==> src/rtl/ctrl_pkg.sv <==
// Shared encodings for the multicycle RV32I-subset control unit and its ALU.
// State, opcode, ALUOp and ALUControl codes live here so datapath and control agree.
package ctrl_pkg;

  typedef enum logic [3:0] {
    FETCH    = 4'd0,
    DECODE   = 4'd1,
    MEMADR   = 4'd2,
    MEMREAD  = 4'd3,
    MEMWB    = 4'd4,
    MEMWRITE = 4'd5,
    EXECUTER = 4'd6,
    EXECUTEI = 4'd7,
    ALUWB    = 4'd8,
    BEQ      = 4'd9,
    JAL      = 4'd10
  } state_t;

  localparam logic [6:0] OP_LW  = 7'b0000011;
  localparam logic [6:0] OP_SW  = 7'b0100011;
  localparam logic [6:0] OP_R   = 7'b0110011;
  localparam logic [6:0] OP_I   = 7'b0010011;
  localparam logic [6:0] OP_BEQ = 7'b1100011;
  localparam logic [6:0] OP_JAL = 7'b1101111;

  localparam logic [1:0] ALUOP_ADD    = 2'b00;
  localparam logic [1:0] ALUOP_SUB    = 2'b01;
  localparam logic [1:0] ALUOP_FUNCT  = 2'b10;
  localparam logic [1:0] ALUOP_UNUSED = 2'b11;

  localparam logic [2:0] ALU_AND = 3'b000;
  localparam logic [2:0] ALU_OR  = 3'b001;
  localparam logic [2:0] ALU_ADD = 3'b010;
  localparam logic [2:0] ALU_SUB = 3'b011;

  localparam logic [1:0] IMM_I = 2'b00;
  localparam logic [1:0] IMM_S = 2'b01;
  localparam logic [1:0] IMM_B = 2'b10;
  localparam logic [1:0] IMM_J = 2'b11;

  // Moore control word; enables are gated by reset in the top level.
  typedef struct packed {
    logic       pc_update;
    logic       branch;
    logic       adr_src;
    logic       mem_write;
    logic       ir_write;
    logic       reg_write;
    logic [1:0] result_src;
    logic [1:0] alu_src_a;
    logic [1:0] alu_src_b;
    logic [1:0] alu_op;
  } ctrl_t;

  function automatic logic [1:0] imm_src_of(input logic [6:0] op);
    case (op)
      OP_SW:   return IMM_S;
      OP_BEQ:  return IMM_B;
      OP_JAL:  return IMM_J;
      default: return IMM_I;
    endcase
  endfunction

  function automatic logic op_supported(input logic [6:0] op);
    return (op == OP_LW) || (op == OP_SW) || (op == OP_R) ||
           (op == OP_I)  || (op == OP_BEQ) || (op == OP_JAL);
  endfunction

endpackage

==> src/rtl/alu_decoder.sv <==
// Maps ALUOp plus instruction function bits onto the ALU operation select.
// Purely combinational; unsupported funct3 values fall back to ADD without trapping.
module alu_decoder
  import ctrl_pkg::*;
(
  input  logic [1:0] i_alu_op,
  input  logic [2:0] i_funct3,
  input  logic       i_op5,
  input  logic       i_funct7b5,
  output logic [2:0] o_alu_control
);

  // SUB only for R-type with funct7[5]; I-type with instr[30] set stays ADD.
  logic w_is_sub;
  assign w_is_sub = i_op5 & i_funct7b5;

  always_comb begin
    o_alu_control = ALU_ADD;
    case (i_alu_op)
      ALUOP_ADD: o_alu_control = ALU_ADD;
      ALUOP_SUB: o_alu_control = ALU_SUB;
      ALUOP_FUNCT: begin
        case (i_funct3)
          3'b000:  o_alu_control = w_is_sub ? ALU_SUB : ALU_ADD;
          3'b110:  o_alu_control = ALU_OR;
          3'b111:  o_alu_control = ALU_AND;
          default: o_alu_control = ALU_ADD;
        endcase
      end
      default: o_alu_control = ALU_ADD;
    endcase
  end

endmodule

==> src/rtl/multicycle_control.sv <==
// Multicycle RV32I-subset control FSM: sequences fetch/decode/execute/memory/writeback
// and drives every datapath select and enable; outputs are decoded from the state register.
module multicycle_control
  import ctrl_pkg::*;
(
  input  logic       clk,
  input  logic       reset,
  input  logic [6:0] op,
  input  logic [2:0] funct3,
  input  logic       funct7b5,
  input  logic       Zero,
  output logic       PCWrite,
  output logic       AdrSrc,
  output logic       MemWrite,
  output logic       IRWrite,
  output logic [1:0] ResultSrc,
  output logic [1:0] ALUSrcA,
  output logic [1:0] ALUSrcB,
  output logic [1:0] ImmSrc,
  output logic       RegWrite,
  output logic [2:0] ALUControl,
  output logic       Illegal
);

  state_t r_state;
  ctrl_t  w_ctrl;
  logic   w_op_legal;
  logic   w_run;

  assign w_op_legal = op_supported(op);
  assign w_run      = ~reset;

  always_ff @(posedge clk) begin
    if (reset) begin
      r_state <= FETCH;
    end else begin
      case (r_state)
        FETCH: r_state <= DECODE;
        DECODE: begin
          case (op)
            OP_LW, OP_SW: r_state <= MEMADR;
            OP_R:         r_state <= EXECUTER;
            OP_I:         r_state <= EXECUTEI;
            OP_BEQ:       r_state <= BEQ;
            OP_JAL:       r_state <= JAL;
            default:      r_state <= FETCH;
          endcase
        end
        MEMADR:   r_state <= (op == OP_LW) ? MEMREAD : MEMWRITE;
        MEMREAD:  r_state <= MEMWB;
        MEMWB:    r_state <= FETCH;
        MEMWRITE: r_state <= FETCH;
        EXECUTER: r_state <= ALUWB;
        EXECUTEI: r_state <= ALUWB;
        ALUWB:    r_state <= FETCH;
        BEQ:      r_state <= FETCH;
        JAL:      r_state <= ALUWB;
        default:  r_state <= FETCH;
      endcase
    end
  end

  always_comb begin
    w_ctrl = '0;
    case (r_state)
      FETCH: begin
        w_ctrl.ir_write   = 1'b1;
        w_ctrl.pc_update  = 1'b1;
        w_ctrl.alu_src_b  = 2'b10;
        w_ctrl.result_src = 2'b10;
      end
      DECODE: begin
        w_ctrl.alu_src_a = 2'b01;
        w_ctrl.alu_src_b = 2'b01;
      end
      MEMADR: begin
        w_ctrl.alu_src_a = 2'b10;
        w_ctrl.alu_src_b = 2'b01;
      end
      MEMREAD: begin
        w_ctrl.adr_src = 1'b1;
      end
      MEMWB: begin
        w_ctrl.result_src = 2'b01;
        w_ctrl.reg_write  = 1'b1;
      end
      MEMWRITE: begin
        w_ctrl.adr_src   = 1'b1;
        w_ctrl.mem_write = 1'b1;
      end
      EXECUTER: begin
        w_ctrl.alu_src_a = 2'b10;
        w_ctrl.alu_op    = ALUOP_FUNCT;
      end
      EXECUTEI: begin
        w_ctrl.alu_src_a = 2'b10;
        w_ctrl.alu_src_b = 2'b01;
        w_ctrl.alu_op    = ALUOP_FUNCT;
      end
      ALUWB: begin
        w_ctrl.reg_write = 1'b1;
      end
      BEQ: begin
        w_ctrl.alu_src_a = 2'b10;
        w_ctrl.alu_op    = ALUOP_SUB;
        w_ctrl.branch    = 1'b1;
      end
      JAL: begin
        w_ctrl.alu_src_a = 2'b01;
        w_ctrl.alu_src_b = 2'b10;
        w_ctrl.pc_update = 1'b1;
      end
      default: w_ctrl = '0;
    endcase
  end

  // Zero only matters through branch, which is asserted solely in BEQ.
  assign PCWrite   = w_run & (w_ctrl.pc_update | (w_ctrl.branch & Zero));
  assign MemWrite  = w_run & w_ctrl.mem_write;
  assign IRWrite   = w_run & w_ctrl.ir_write;
  assign RegWrite  = w_run & w_ctrl.reg_write;
  assign Illegal   = w_run & (r_state == DECODE) & ~w_op_legal;

  assign AdrSrc    = w_ctrl.adr_src;
  assign ResultSrc = w_ctrl.result_src;
  assign ALUSrcA   = w_ctrl.alu_src_a;
  assign ALUSrcB   = w_ctrl.alu_src_b;
  assign ImmSrc    = imm_src_of(op);

  alu_decoder u_alu_decoder (
    .i_alu_op      (w_ctrl.alu_op),
    .i_funct3      (funct3),
    .i_op5         (op[5]),
    .i_funct7b5    (funct7b5),
    .o_alu_control (ALUControl)
  );

endmodule

==> config.mk <==
export PLATFORM = sky130hd
export DESIGN_NAME = multicycle_control
export DESIGN_NICKNAME = d
export VERILOG_FILES = /design/src/rtl/ctrl_pkg.sv /design/src/rtl/alu_decoder.sv /design/src/rtl/multicycle_control.sv
export SDC_FILE = /design/constraint.sdc
export NUM_CORES = 1
export LEC_CHECK = 0
export CORE_MARGIN = 1
export CORE_UTILIZATION = 33
export DETAILED_ROUTE_END_ITERATION = 16
export PLACE_DENSITY_LB_ADDON = 0.25
export SETUP_SLACK_MARGIN = 0.2
export SLEW_MARGIN = 40
export SYNTH_ARGS = -nofsm -noshare
export SYNTH_HDL_FRONTEND = slang
export SYNTH_SLANG_ARGS = --single-unit
==> constraint.sdc <==
create_clock -name clk -period 1.7 [get_ports clk]
set_input_delay 0.34 -clock clk [delete_from_list [all_inputs] [get_ports clk]]
set_output_delay 0.34 -clock clk [all_outputs]
set_load 0.02 [all_outputs]
=== Word level (Yosys, flattened, before mapping) ===
Cells that the tools add are included.

* Register bits after elaboration: 4
* Output and inout bits: 17
* Word-level logic and storage cells: 65

* Equality and inequality tests: 20
* Multiplexer cells: 17
* Bitwise gates (word level): 11
* Reduce and logical (&&, ||, !) cells: 16

{| class="wikitable"
|+ Operators by type and width
! cell !! number
|-
| $pmux W4 S5 || 2
|-
| $eq A4 B3 Y1 const B || 4
|-
| $pmux W2 S2 || 4
|-
| $eq A7 B6 Y1 const B || 2
|-
| $eq A7 B7 Y1 const B || 2
|-
| $eq A4 B4 Y1 const B || 3
|-
| $reduce_or A2 Y1 || 6
|-
| $pmux W3 S3 || 1
|-
| $and A1 B1 Y1 || 8
|-
| $eq A4 B2 Y1 const B || 2
|-
| $eq A7 B2 Y1 const B || 1
|-
| $eq A7 B5 Y1 const B || 1
|-
| $mux W1 || 7
|-
| $eq A3 B3 Y1 const B || 2
|-
| $pmux W2 S3 || 1
|-
| $pmux W3 S2 || 1
|-
| $reduce_or A3 Y1 || 2
|-
| $logic_or A1 B1 Y1 || 5
|-
| $eq A4 B1 Y1 const B || 1
|-
| $logic_not A4 Y1 || 1
|-
| $reduce_or A4 Y1 || 1
|-
| $logic_not A3 Y1 || 1
|-
| $mux W3 || 1
|-
| $eq A2 B1 Y1 const B || 1
|-
| 3 further kinds || 4
|}

=== Logic depth before layout (Yosys ltp) ===
* Word-level depth: 8
* Gate-level depth with buffers: 7
* Depth with buffers taken out: 7

=== Modules after synthesis ===
A second synthesis with hierarchy kept.

* Cells, all modules: 87
* Area, all modules: 623.1 um^2

{| class="wikitable"
|+ By module, submodules not included
! module !! instances !! cells an instance !! area an instance (um^2)
|-
| multicycle_control || 1 || 74 || 525.5
|-
| alu_decoder || 1 || 13 || 97.6
|}

=== Worst setup path after synthesis ===
OpenSTA, ideal clock, no wires.

* Path kind: register to output
* Start: register r_state[1]
* End: output ALUControl[1]
* Data arrival time: 1.544 ns
* Data required time: 1.360 ns
* Setup slack: -0.184 ns
* Cell stages (with the launch flop): 7
* Cell sequence: dfxtp_1 > clkbuf_1 > nor2_1 > nand3b_1 > inv_1 > ha_1 > a211o_1

* Longest elaborated chain between the ends: 5

{| class="wikitable"
|+ Ends and longest elaborated chain
! element !! line !! RTL
|-
| from (decl) || multicycle_control.sv:25 || <nowiki>state_t r_state;</nowiki>
|-
| from (signal assigned) || multicycle_control.sv:49 || <nowiki>MEMADR: r_state <= (op == OP_LW) ? MEMREAD : MEMWRITE;</nowiki>
|-
| $eq A4 B3 Y1 || multicycle_control.sv:65 || <nowiki>case (r_state)</nowiki>
|-
| $reduce_or A2 Y1 (no source line) || n/a ||
|-
| $pmux W2 S2 (*) || multicycle_control.sv:65 ||
|-
| $eq A2 B2 Y1 or $eq A2 B1 Y1 (tied branches) || alu_decoder.sv:19 || <nowiki>case (i_alu_op)</nowiki>
|-
| $pmux W3 S2 (*) || alu_decoder.sv:19 ||
|-
| to (decl) || multicycle_control.sv:21 || <nowiki>output logic [2:0] ALUControl,</nowiki>
|}

Mark *: on every way between the ends. The rest lies on a longest branch, timed or not.

=== Worst setup path in the final report ===
* Start: register r_state[1]
* End: output PCWrite

* Longest elaborated chain between the ends: 5

{| class="wikitable"
|+ Ends and longest elaborated chain
! element !! line !! RTL
|-
| $eq A4 B4 Y1 or $logic_not A4 Y1 (tied branches) || multicycle_control.sv:65 ||
|-
| $reduce_or A2 Y1 (no source line) or $mux W1 (tied branches) || n/a ||
|-
| $mux W1 or $and A1 B1 Y1 (tied branches) || multicycle_control.sv:65, multicycle_control.sv:118 ||
|-
| $or A1 B1 Y1 (*) || multicycle_control.sv:118 || <nowiki>assign PCWrite = w_run & (w_ctrl.pc_update | (w_ctrl.branch & Zero));</nowiki>
|-
| $and A1 B1 Y1 (*) || multicycle_control.sv:118 ||
|-
| to (decl) || multicycle_control.sv:12 || <nowiki>output logic PCWrite,</nowiki>
|}

Marked as above.

==> out/summary.txt <==
Status - complete, but fails checks
Violated checks - negative setup slack
Total power - 0.449 mW
Detailed-route wire length - 2850 um
CTS clk-pin slew, worst paths - 40 ps
Longest Clk Path Bufs - 2
Io pins - 31
Cell count after synthesis - 82
Largest cells by area after synthesis - dfxtp_1 15%, nor3_1 7.3%, nor2_1 6.9%, nand2_1 4.8%, a31oi_1 4.6%
Max Fclk - 519 MHz
Number of global-route vias before repair - 839
Post-synth EDFFs - 0
FP Rows - 14
Worst skew pair latency - 230 ps
PortBufs - 29
NetSw - 0.152 mW
Req. time, crit path - 1360 ps
WP data arrival - 1590 ps
Post-layout util - 0.914
Power Density - 322 nW/um2
Area leader, netlist - dfxtp_1
CTS Buf Count - 3
Layout cells sized above 1 - 0.705
Biggest regs - r_state (4)
Synth top area share - 0.147
Antenna violations before repair - 0
Clock Sink Count - 4
Largest net degree at the start of global routing - 15
Post-synth top flop - dfxtp_1
Yosys warning count - 0
GR Layer Usage met3 - 0.0553
Post-synth net total - 98
Number of flip-flops in the largest register - 4
Synth cell types - 34
Internal power - 0.297 mW
Routed WL per cell - 17.6 um
Final setup fails - 7
Static Leak - 0.590 nW
Startpoint Class - register
Slew Limit Fails - 0
Busiest grt layer - met2
Hold_buf cts - 0
Post-synthesis sequential area ratio - 0.147
WS Path Type - reg2out
Syn avg cell area - 6.65 um2
VDD IR max - 404 uV
Die W - 42.7 um
Core Region - 1520 um2
Final Hold Vio Count - 0
Full die area - 1820 um2
Hold WC Path Type - in2reg
FF+latch count, synth - 4
Starting Density - 0.358
Drc violations - 0
CP endpoint kind - primary output
Flop pwr share - 0.215
Clock Skew - 0.551 ps
Clock Power Share - 0.261
RSZ-0062 raised after global routing - true
Top reg by flops - r_state
Fin crit share - 1.13
GRT Overall Usage - 0.258
Final setup margin - -228 ps
Max-cap violations - 0
Vias - 886
First-pass detailed-route iteration total - 4
Final Critical Period - 1930 ps
Layout Nets - 164
Area Growth Syn to Fin - 155%
HPWL Detailed - 1530 um
First-pass GRT wire length - 3640 um
Detail Route Antenna Nets - 0
Sw frac - 0.339
Post-Syn Area - 546 um2
GPL Wtd Cong - 0.854
CTS tree - yes
Vias/cell - 5.47
Initial DRC Count - 8
DIE HEIGHT - 42.7 um
Ys async rst share - 0
Top cells by count, synth - 10 x nor2_1, 8 x nor3_1, 7 x nand2_1
Count leader, synth - nor2_1
H-tree depth - 1
Global routing usage on met2 - 0.467
Congestion Overflow GR - 0
Combinational power share - 0.524
GR Util met1 - 0.304
Clock Tree Root - clkbuf_4
N_diodes - 0
CP Max Fanout - 4
[logic make-up (layout without fill, tap and decap cells)]
group                    after synthesis  count (layout)  synth area share
flip-flops                             4               4             0.147
buffers and inverters                 10              74            0.0803
AND/OR/NAND/NOR                       44              44             0.447
AO/OA/AOI/OAI                         17              17             0.209
other                                  1               1           0.00687
adder cells (fa/ha/maj)                2               2            0.0459
XOR/XNOR                               4               4            0.0642
[layout by cell type (no fill, tap or decap), types with 2 or more instances in the layout]
cell | synthesis | layout
clkdlybuf4s50_1 | 0 | 5
nand2b_4 | 0 | 2
inv_1 | 5 | 2
nor2_4 | 0 | 3
nand3b_1 | 2 | 2
a21oi_1 | 4 | 2
nor3_4 | 0 | 2
a21oi_2 | 0 | 2
clkbuf_4 | 0 | 3
inv_2 | 0 | 3
buf_6 | 0 | 17
nor3_2 | 0 | 4
buf_4 | 1 | 37
nor4_4 | 0 | 2
buf_2 | 2 | 2
nor2_1 | 10 | 6
nor3_1 | 8 | 2
dfxtp_2 | 0 | 2
dfxtp_4 | 0 | 2
a31oi_1 | 4 | 4
nand2_1 | 7 | 6
[per-stage QoR]
step | TNS [ps] | cells | cell area, um2 | hold slack [ps] | setup WS (ps)
after floorplan | 0 | 82 | 612 | 402 | 90.7
after global placement | -5330 | 143 | 1040 | 600 | -672
after detailed placement | -5570 | 143 | 1040 | 612 | -672
after CTS | -647 | 154 | 1170 | 534 | -208
after global routing | -1150 | 162 | 1390 | 533 | -275
final | -892 | 162 | 1390 | 515 | -228
[critical path, cell delays in order (launching register included)]
cell     delay (ps)
dfxtp_4         360
buf_6           110
buf_6           120
xor2_2          180
nor2_1          120
a31oi_1          70
nor3_1          180
buf_2           210
[layer usage]
layer	vias to the layer above	share of wire	wire length (um)
li1	418	-	-
met1	437	0.44	1260
met2	28	0.50	1430
met3	3	0.052	147
met4	0	0.0028	8
met5	-	0	0
[power by group through the flow]
stage | clock [mW] | combinational, mW | sequential [mW]
after floorplan | 0 | 0.0688 | 0.101
after global placement | 0 | 0.164 | 0.0997
after detailed placement | 0 | 0.166 | 0.100
after CTS | 0.120 | 0.167 | 0.0960
after global routing | 0.124 | 0.245 | 0.0964
final | 0.117 | 0.235 | 0.0964
[final cells by class]
class,count,area (um2)
clock buffer,3,22.5
fill,59,131
inverter,5,18.8
multi-input combinational,68,637
sequential,4,90.1
tap,16,20.0
timing repair buffer,66,604
[path summary, 6_finish.rpt]
path | startpoint | to | cells after the start | slack [ps]
setup / recovery | r_state[1] | PCWrite | 7 | -230
hold / removal | op[2] | r_state[1] | 4 | 510
setup reg to reg | r_state[1] | r_state[0] | 7 | 250
hold reg to reg | r_state[3] | r_state[3] | 3 | 700
[timing repair]
item / CTS / global route
setup buffers: 8 / 7
pin swaps: 19 / 21
cloned: 0 / 1
gates resized for setup: 136 / 39
endpoints found under the setup margin: 19 / 17
(Power assumes the default switching activity.)
==> variant: new RTL, same settings <==
Register the output `IRWrite`, cleared by the reset; this adds one clock of latency there. The other outputs are not delayed to match.
--- a/src/rtl/multicycle_control.sv
+++ b/src/rtl/multicycle_control.sv
@@ -119,3 +119,9 @@
   assign MemWrite  = w_run & w_ctrl.mem_write;
-  assign IRWrite   = w_run & w_ctrl.ir_write;
+  always_ff @(posedge clk) begin
+    if (reset) begin
+      IRWrite <= '0;
+    end else begin
+      IRWrite <= w_run & w_ctrl.ir_write;
+    end
+  end
   assign RegWrite  = w_run & w_ctrl.reg_write;
Behaviour: not the same (a bounded check fails within 4 cycles, from zero or initial values and one cycle with reset high).
==> variant against the original RTL <==
The run still ends with negative setup slack left. Final area rose by 4.4%. Sequential cell count rose by 1. Count of clock-buffer cells in the layout grew 1. Combinational power shrank 14%. Worst setup slack better by 0.017 ns. Synthesized cell count shrank 2.4%. Worst hold slack better by 0.036 ns. Routed wire length down 22%. Final cell count increased by 4.3%. Area after synthesis is 13% higher. Power rose by 3.6%. Die area is 12% higher. Largest cell class unchanged. Largest power group unchanged.
==> variant: results <==
set metrics [dict create \
    ys_warn_count 0 \
    synth.area.top_cells "dfxtp_1, xnor2_1, a21oi_1, ha_1, nand2b_1" \
    fin_cells 169 \
    cts-root-buf "clkbuf_4" \
    finalClockSkew_ns 0.00284 \
    grt_pass1_wl_mm 2.97 \
    grt_max_degree 12 \
    worstSkewPairLatency_ns 0.24 \
    leakagePower_nw 0.619 \
    num_antenna_cells 0 \
    status "complete, but fails checks" \
    synthArstFlopShare_pct 0 \
    grt_pass1_vias 735 \
    cpMaxStageDelayCell "dfxtp_4" \
    fin_nets 161 \
    syn_inst 80 \
    dp_slack_ns -0.752 \
    drive_above_1_share_pct 70.8 \
    htreeDepth 1 \
    ir_worst_vdd_mv 0.212 \
    via_count 852 \
    finalHoldViolCount 0 \
    grt_usage_pct 19.9 \
    portBuffers 29 \
    synth_nets 96 \
    drt-wirelength-per-cell_um 13.1 \
    reg_top3 "r_state (4), IRWrite (1)" \
    drt-initial-drc-count 11 \
    placed_area_mm2 0.00115 \
    setup_tns_ns -1.12 \
    synth_common_cells "nor2_1, a21oi_1, dfxtp_1" \
    hold_path.class "input pin to flop" \
    antenna_found_initial 0 \
    synth_sequential_area_ratio_pct 16.2 \
    clk_pin_slew_ns 0.05 \
    setup_viol 9 \
    worstPathArrival_ns 1.57 \
    cts_buffer_depth 2 \
    cp_max_fo 3 \
    synthFlopType "dfxtp_1" \
    gp_congestion 0.777 \
    synth_cell_types 39 \
    final_max_slew_viol_count 0 \
    dpl.hpwl_mm 1.43 \
    dp_cells 152 \
    cts_buffers 3 \
    drt_pass1_iterations 4 \
    setup_ws_ns -0.211 \
    violations "negative setup slack" \
    cpPeakStageDelay_ns 0.37 \
]
==> variant: kinds of logic after synthesis <==
| kind of cell | after synthesis | share of synthesized area (%) |
|---|---|---|
| AO/OA/AOI/OAI | 15 | 18.1 |
| adder cells (fa/ha/maj) | 2 | 4.06 |
| XOR/XNOR | 3 | 4.26 |
| other | 1 | 0.608 |
| AND/OR/NAND/NOR | 43 | 46.4 |
| buffers and inverters | 11 | 10.3 |
| flip-flops | 5 | 16.2 |
==> variant: final timing paths <==
check	to	slack, ns	cells after the start	start
min reg2reg	r_state[0]	0.57	2	r_state[0]
max reg2reg	r_state[1]	0.22	6	r_state[3]
min	r_state[3]	0.55	5	op[3]
max	ALUControl[1]	-0.21	6	r_state[1]
==> variant: what timing repair did <==
action	4_1_cts	5_1_grt
hold endpoints to repair	0	0
endpoints found under the setup margin	18	18
pin swaps	14	16
gates resized for setup	124	33
setup buffers	8	5
==> variant: critical path, delay by kind of cell (launching register included) <==
| family | cells | cell delay (ns) |
|---|---|---|
| fa+ha+maj | 1 | 0.23 |
| flops | 1 | 0.37 |
| simple gates | 2 | 0.32 |
| buf+inv | 2 | 0.17 |
| compound gates | 1 | 0.23 |
==> variant: layout make-up <==
type / instances / area (um2)
inverters: 4 / 15.0
flip-flops and latches: 5 / 110
clock buffers: 4 / 26.3
well taps: 25 / 31.3
repair buffers: 67 / 601
multi-input cells: 64 / 671
fillers: 107 / 292
==> variant: metal layers <==
metal / GRT usage [%] / part of all wire, %
met2: 38.3 / 53
met5: 0 / 0
met3: 2.00 / 3.3
met1: 22.0 / 43
met4: 7.27 / 0.50
==> variant: report_power, final <==
group	total (mW)	leakage [nW]	internal, mW	switching, mW
Combinational	0.203	0.561	0.114	0.0888
Sequential	0.122	0.0433	0.119	0.00316
Clock	0.140	0.0150	0.0889	0.0509
